## config.mk

```make
export PLATFORM = sky130hd
export DESIGN_NAME = spi_sipo_rx
export DESIGN_NICKNAME = d
export VERILOG_FILES = /design/src/rtl/spi_sipo_rx.sv
export SDC_FILE = /design/constraint.sdc
export NUM_CORES = 1
export LEC_CHECK = 0
export CAP_MARGIN = 20
export CELL_PAD_IN_SITES_DETAIL_PLACEMENT = 2
export CELL_PAD_IN_SITES_GLOBAL_PLACEMENT = 2
export CORE_MARGIN = 5
export CORE_UTILIZATION = 34
export CTS_BUF_LIST = sky130_fd_sc_hd__clkbuf_4 sky130_fd_sc_hd__clkbuf_8
export DETAILED_ROUTE_END_ITERATION = 8
export PLACE_DENSITY_LB_ADDON = 0.1
export SLEW_MARGIN = 20
export SYNTH_ARGS = -nofsm -noshare
export SYNTH_HDL_FRONTEND = slang
export SYNTH_SLANG_ARGS = --single-unit
```

## constraint.sdc

```tcl
create_clock -name clock -period 2.54 [get_ports clock]
set_input_delay 0.508 -clock clock [delete_from_list [all_inputs] [get_ports clock]]
set_output_delay 0.508 -clock clock [all_outputs]
set_load 0.005 [all_outputs]
```

## src/rtl/spi_sipo_rx.sv

```systemverilog
// Serial-in/parallel-out SPI receive stage: assembles qualified serial bits into
// words and hands them downstream through a valid/ready holding register.
module spi_sipo_rx #(
  parameter int DATA_W    = 8,
  parameter bit MSB_FIRST = 1'b1
) (
  input  logic                      clock,
  input  logic                      reset,
  input  logic                      rx_en,
  input  logic                      serial_in,
  input  logic                      clr_overrun,
  input  logic                      out_ready,
  output logic [DATA_W-1:0]         out_data,
  output logic                      out_valid,
  output logic                      overrun,
  output logic                      frame_abort,
  output logic [$clog2(DATA_W)-1:0] bit_count
);

  localparam int CW = $clog2(DATA_W);
  localparam logic [CW-1:0] LAST_BIT = CW'(DATA_W - 1);

  typedef enum logic [0:0] {
    IDLE  = 1'b0,
    SHIFT = 1'b1
  } state_t;

  state_t            state_q, state_d;
  logic [DATA_W-1:0] shift_q, shift_d;
  logic [CW-1:0]     count_q, count_d;
  logic [DATA_W-1:0] data_q, data_d;
  logic              valid_q, valid_d;
  logic              overrun_q, overrun_d;
  logic              abort_q, abort_d;
  logic              word_done_s;
  logic [DATA_W-1:0] word_s;

  function automatic logic [DATA_W-1:0] shift_in(input logic [DATA_W-1:0] cur, input logic b);
    logic [DATA_W-1:0] res;
    if (MSB_FIRST != 1'b0) begin
      res = {cur[DATA_W-2:0], b};
    end else begin
      res = {b, cur[DATA_W-1:1]};
    end
    return res;
  endfunction

  // State register and output flops
  always_ff @(posedge clock) begin
    if (reset) begin
      state_q   <= IDLE;
      shift_q   <= '0;
      count_q   <= '0;
      data_q    <= '0;
      valid_q   <= 1'b0;
      overrun_q <= 1'b0;
      abort_q   <= 1'b0;
    end else begin
      state_q   <= state_d;
      shift_q   <= shift_d;
      count_q   <= count_d;
      data_q    <= data_d;
      valid_q   <= valid_d;
      overrun_q <= overrun_d;
      abort_q   <= abort_d;
    end
  end

  // Next-state: bit capture, word completion, handoff and flag updates
  always_comb begin
    state_d     = state_q;
    shift_d     = shift_q;
    count_d     = count_q;
    data_d      = data_q;
    valid_d     = valid_q;
    overrun_d   = (clr_overrun == 1'b1) ? 1'b0 : overrun_q;
    abort_d     = 1'b0;
    word_done_s = 1'b0;
    word_s      = shift_in(shift_q, serial_in);

    case (state_q)
      IDLE: begin
        if (rx_en) begin
          shift_d = shift_in({DATA_W{1'b0}}, serial_in);
          count_d = CW'(1);
          state_d = SHIFT;
        end else begin
          state_d = IDLE;
        end
      end
      SHIFT: begin
        if (rx_en) begin
          if (count_q == LAST_BIT) begin
            word_done_s = 1'b1;
            shift_d     = '0;
            count_d     = '0;
          end else begin
            shift_d = word_s;
            count_d = count_q + CW'(1);
          end
        end else begin
          // A zero count means the previous word just completed: not an abort.
          abort_d = (count_q != '0);
          shift_d = '0;
          count_d = '0;
          state_d = IDLE;
        end
      end
      default: begin
        state_d = IDLE;
        shift_d = '0;
        count_d = '0;
      end
    endcase

    if (word_done_s) begin
      if (!valid_q || out_ready) begin
        data_d  = word_s;
        valid_d = 1'b1;
      end else begin
        overrun_d = 1'b1;
      end
    end else if (valid_q && out_ready) begin
      valid_d = 1'b0;
    end else begin
      valid_d = valid_q;
    end
  end

  assign out_data    = data_q;
  assign out_valid   = valid_q;
  assign overrun     = overrun_q;
  assign frame_abort = abort_q;
  assign bit_count   = count_q;

endmodule

```

==> out/results.txt, run 1 <==
Final WS setup: 0.778 ns
cts-stage hold buffer count: 0
Max Cap Violations: 0
final net count: 123
outcome: finished clean
Top Layer Used: met4
Hold Slack: 0.479 ns
RSZ-0062 raised after global routing: no
Sum Neg Setup Slack: 0 ns
CTS Sinks: 22
Num CTS Buffers: 3
Clock Tree Root: clkbuf_4
Final Critical Period: 1.76 ns
Peak VDD IR: 268 µV
final hold viol count: 0
DRC Markers: 0
DRT Wirelength: 2220 µm
Layout area overhead: 26.1%
Initial Utilization: 35.2%
# IOs: 20
DP Worst Slack: 0.591 ns
met3 wire len: 74 µm
Worst Skew: 0.00469 ns
layout cell share with drive strength beyond 1: 7.96%
maximum number of pins on one net before global-route repair: 19
DIE WIDTH: 63.0 µm
Core Region: 0.00271 mm²
Final Slew Violations: 0
Max Fanout on Critical Path: 4
Slowest cell on crit path: clkdlybuf4s50_1
mapped cell area: 953 µm²
DRT Pass-1 Iters: 2
WS Path Type: reg -> out
Mean Syn Cell Area: 10.1 µm²
crit path cell chain: clkdlybuf4s50_1
number of synthesized flops with an enable pin: 0
Inserted Diodes: 0
critical path arrival: 1.25 ns
maximum clock rate: 568 MHz
Worst-Margin Slew: 0.535 ns
Worst path max stage delay: 0.53 ns
initial antenna violation count: 0
Worst slew margin: 64.3%
top_reg_cell synth: dfxtp_1
Post-CTS Setup Repair Bufs: 0
pwr dens: 557 mW/mm²
CTS tree: yes
synthesized instance count: 94
yosys synthesis warning count: 0
worst-skew pair later-pin latency: 0.31 ns
Clock Pin Slew Worst Setup and Hold Paths: 0.13 ns
CTS resizes: 0
WL met2: 1150 µm
Row Count: 19
CP startpoint kind: flop
IO Port Bufs: 19
routability cong.: 0.707
CP delay by family, top: buffers and inverters
Seq/Total Area, Yosys: 46.2%
Hold Path Class: reg -> reg
Die Y-Extent: 63.0 µm
total global routing overflow: 0
Via Count: 702
DR iter-0 viols: 10
post-synthesis cell type count: 22
share of synthesized registers carrying an async set or reset: 0%
post-route ant nets: 0
Crit. End Element: primary output
Synth Register Bits: 22
clock buffer depth: 2
first-pass GRT wire length: 3730 µm
leak pwr: 0.411 nW
Total GRT Usage: 12.1%
fin crit share: 69.4%
worst path bufs/invs: 1
CP required: 2.03 ns
Layout Utilization: 44.4%
DIE AREA: 0.00396 mm²
Via density: 4.88
Post-Route M1 WL: 972 µm
Final setup viols: 0
WL/cell: 15.4 µm
Syn Nets: 103
number of global-route vias before repair: 788
post-DP HPWL: 1670 µm
H-tree depth: 1
==> cells in the mapped netlist, types with 2 or more instances <==
master | n | share of area, %
buf_2 | 2 | 1.0
nand2_1 | 3 | 1.2
mux2i_1 | 9 | 9.4
inv_1 | 4 | 1.6
dfxtp_1 | 22 | 46
buf_6 | 3 | 3.5
nand3_1 | 2 | 1.0
a22oi_1 | 6 | 4.7
a21oi_1 | 3 | 1.6
nand2b_1 | 18 | 12
nor2_1 | 9 | 3.5
ha_1 | 3 | 3.9
==> metrics by stage <==
stage | cells | area, µm² | power, W
final | 144 | 1200 | 0.000670
after global routing | 144 | 1200 | 0.000708
after CTS | 144 | 1200 | 0.000685
after detailed placement | 140 | 1150 | 0.000402
after global placement | 140 | 1150 | 0.000400
after floorplan | 94 | 953 | 0.000387
==> cell type report <==
| cell class | count | area (µm²) |
|---|---|---|
| fillers | 308 | 1510 |
| multi-input cells | 62 | 450 |
| flip-flops and latches | 22 | 440 |
| repair buffers | 21 | 205 |
| well taps | 31 | 38.8 |
| clock inverters | 1 | 30.0 |
| clock buffers | 3 | 22.5 |
| inverters | 4 | 15.0 |
==> placed cells by master (no fill, tap or decap), types with 2 or more instances in the layout <==
cell             count
clkdlybuf4s50_1     19
a22oi_1              6
nor2_1               9
clkbuf_4             3
dfxtp_1             22
inv_1                4
nand2_1              3
a21oi_1              3
nand2b_1            18
nand3_1              2
ha_1                 3
mux2i_1              9
buf_4                2
==> registers in the layout (all words and copies together) (netlist names) <==
name         count
frame_abort      1
out_valid        1
shift_q          7
state_q          1
bit_count        3
overrun          1
out_data         8
==> worst register-to-register path, cell delays in order (launching register included) <==
cell and delay (ns):
dfxtp_1 0.40, ha_1 0.18, ha_1 0.25, nand3_4 0.12, nor2_8 0.24, mux2i_1 0.23
==> worst paths after layout <==
kind / from / end / slack, ns / cells after the start
worst min register to register: overrun$_SDFF_PP0_ / overrun$_SDFF_PP0_ / 0.48 / 2
worst max register to register: bit_count[1]$_SDFFE_PP0P_ / out_data[2]$_SDFFE_PP0P_ / 1.06 / 5
worst max-delay path: bit_count[2]$_SDFFE_PP0P_ / bit_count[2] / 0.78 / 1
worst min-delay path: overrun$_SDFF_PP0_ / overrun$_SDFF_PP0_ / 0.48 / 2
==> metal layers <==
metal	GRT usage, %	up-vias
met5	0	-
met4	5.57	0
met3	2.88	2
met2	21.4	12
met1	13.3	336
li1	-	352
==> power breakdown <==
part,switching (W),leakage (nW),internal [W]
clock network,0.000116,0.0279,0.000160
registers,0.00000508,0.178,0.000349
logic,0.0000195,0.205,0.0000208
==> kinds of logic (layout without fill, tap and decap cells) <==
logic type	Yosys count	count (layout)	share of synthesized area (%)
flops	22	22	46.2
buf+inv	10	29	6.56
mux	9	9	9.45
compound gates	12	12	8.79
simple gates	38	38	25.1
fa+ha+maj	3	3	3.94
No activity file was read; power rests on OpenSTA's default activity.
==> inputs of run 2 (changes only) <==
--- a/config.mk
+++ b/config.mk
@@ -9,7 +9,7 @@
 export CELL_PAD_IN_SITES_DETAIL_PLACEMENT = 2
 export CELL_PAD_IN_SITES_GLOBAL_PLACEMENT = 2
 export CORE_MARGIN = 5
-export CORE_UTILIZATION = 34
+export CORE_UTILIZATION = 32
 export CTS_BUF_LIST = sky130_fd_sc_hd__clkbuf_4 sky130_fd_sc_hd__clkbuf_8
 export DETAILED_ROUTE_END_ITERATION = 8
 export PLACE_DENSITY_LB_ADDON = 0.1
==> constraint.sdc (replaced) <==
create_clock -name clock -period 1.64 [get_ports clock]
set_input_delay 0.328 -clock clock [delete_from_list [all_inputs] [get_ports clock]]
set_output_delay 0.328 -clock clock [all_outputs]
set_load 0.005 [all_outputs]
==> run 2 against run 1 <==
Via count is 1.4% higher. Core utilization decreased by 0.75 points. Die area grew 5.2%. Clock power grew 54%. Sequential power grew 55%. Highest routed layer unchanged.
==> out/results.txt, run 2 (synthesis results as in run 1) <==
CTS resizes: 0
routability cong.: 0.758
Max Cap Violations: 0
Num CTS Buffers: 3
Initial Utilization: 34.0%
final hold viol count: 0
Sum Neg Setup Slack: 0 ns
pwr dens: 850 mW/mm²
dpl cell area: 0.00117 mm²
H-tree depth: 1
DIE AREA: 0.00417 mm²
initial antenna violation count: 0
maximum number of pins on one net before global-route repair: 23
Worst-Margin Slew: 0.408 ns
DRC Markers: 0
Slowest cell on crit path: clkdlybuf4s50_1
WS Path Type: reg -> out
crit path cell chain: clkdlybuf4s50_1
CP required: 1.31 ns
Hold Path Class: reg -> reg
DRT Wirelength: 2150 µm
Inserted Diodes: 0
Worst Setup SP: bit_count[2]$_SDFFE_PP0P_
CTS tree: yes
worst path bufs/invs: 1
max FFs per register: 8
Via density: 4.91
CP delay by family, top: buffers and inverters
Reg-to-Reg Start: bit_count[0]$_SDFFE_PP0P_
cts-stage hold buffer count: 0
post-DP HPWL: 1560 µm
Worst path max stage delay: 0.52 ns
DIE WIDTH: 64.6 µm
Final Slew Violations: 0
CP startpoint kind: flop
Die Y-Extent: 64.6 µm
total global routing overflow: 0
RSZ-0062 raised after global routing: no
critical path arrival: 1.23 ns
Final setup viols: 0
Final Critical Period: 1.55 ns
first-pass GRT wire length: 3660 µm
DR iter-0 viols: 7
worst-skew pair later-pin latency: 0.32 ns
WL/cell: 14.8 µm
final net count: 124
layout cell share with drive strength beyond 1: 9.65%
Row Count: 19
Core Region: 0.00281 mm²
CTS Sinks: 22
maximum clock rate: 644 MHz
commonest cells after routing, fill and taps aside: dfxtp_1 (21), clkdlybuf4s50_1 (19), nand2b_1 (18), mux2i_1 (9), nor2_1 (9)
Max Fanout on Critical Path: 4
Worst Skew: 0.00489 ns
min-delay src: overrun$_SDFF_PP0_
Worst slew margin: 72.8%
Total GRT Usage: 11.5%
Crit. End Element: primary output
Clock Pin Slew Worst Setup and Hold Paths: 0.12 ns
commonest non-fill, non-tap cell in the layout: dfxtp_1
Post-CTS Setup Repair Bufs: 0
IO Port Bufs: 19
Clock Tree Root: clkbuf_4
Pwr Total: 0.00104 W
Layout area overhead: 28.3%
fin crit share: 94.7%
post-route ant nets: 0
DRT Pass-1 Iters: 2
# IOs: 20
clock buffer depth: 2
Peak VDD IR: 446 µV
number of global-route vias before repair: 802
leak pwr: 0.421 nW
outcome: finished clean
Final Instance Area: 0.00122 mm²
Via Count: 712
-- run 2: cell count changes in the layout (fill, tap and decap cells not counted), sizes merged --
cell / previous run / this run
buf: 2 / 3
-- run 2: per-stage QoR --
stage / setup WS [ns] / std cells / hold slack [ns] / utilization (%)
2_1_floorplan: 0.303 / 94 / 0.452 / -
3_3_place_gp: 0.0341 / 141 / 0.459 / 41.7
3_5_place_dp: 0.00178 / 141 / 0.469 / 41.7
4_1_cts: 0.0217 / 145 / 0.491 / 43.6
5_1_grt: 0.0262 / 145 / 0.513 / 43.6
6_report: 0.0869 / 145 / 0.485 / 43.6
-- run 2: power breakdown --
group / switching [W] / internal (W)
Sequential: 0.00000759 / 0.000540
Clock: 0.000177 / 0.000247
Combinational: 0.0000315 / 0.0000367
-- run 2: routing by layer --
metal	up-vias	global-route usage, %	routed length [µm]
met1	340	13.0	1040
met4	0	6.33	56
met2	14	19.6	969
met3	5	3.11	87
met5	-	0	0
li1	353	-	-
-- run 2: worst paths after layout --
path	end	slack, ns	depth (start not counted)
hold reg to reg	overrun$_SDFF_PP0_	0.48	2
setup reg to reg	shift_q[1]$_SDFFE_PP0P_	0.18	5
setup / recovery	bit_count[2]	0.09	1
hold / removal	overrun$_SDFF_PP0_	0.48	2
-- run 2: final cells by class --
cell class / count / area [µm²]
Fill cell: 316 / 1580
Inverter: 4 / 15.0
Clock buffer: 3 / 22.5
Sequential cell: 22 / 442
Tap cell: 31 / 38.8
Clock inverter: 1 / 30.0
Multi-Input combinational cell: 62 / 450
Timing Repair Buffer: 22 / 225
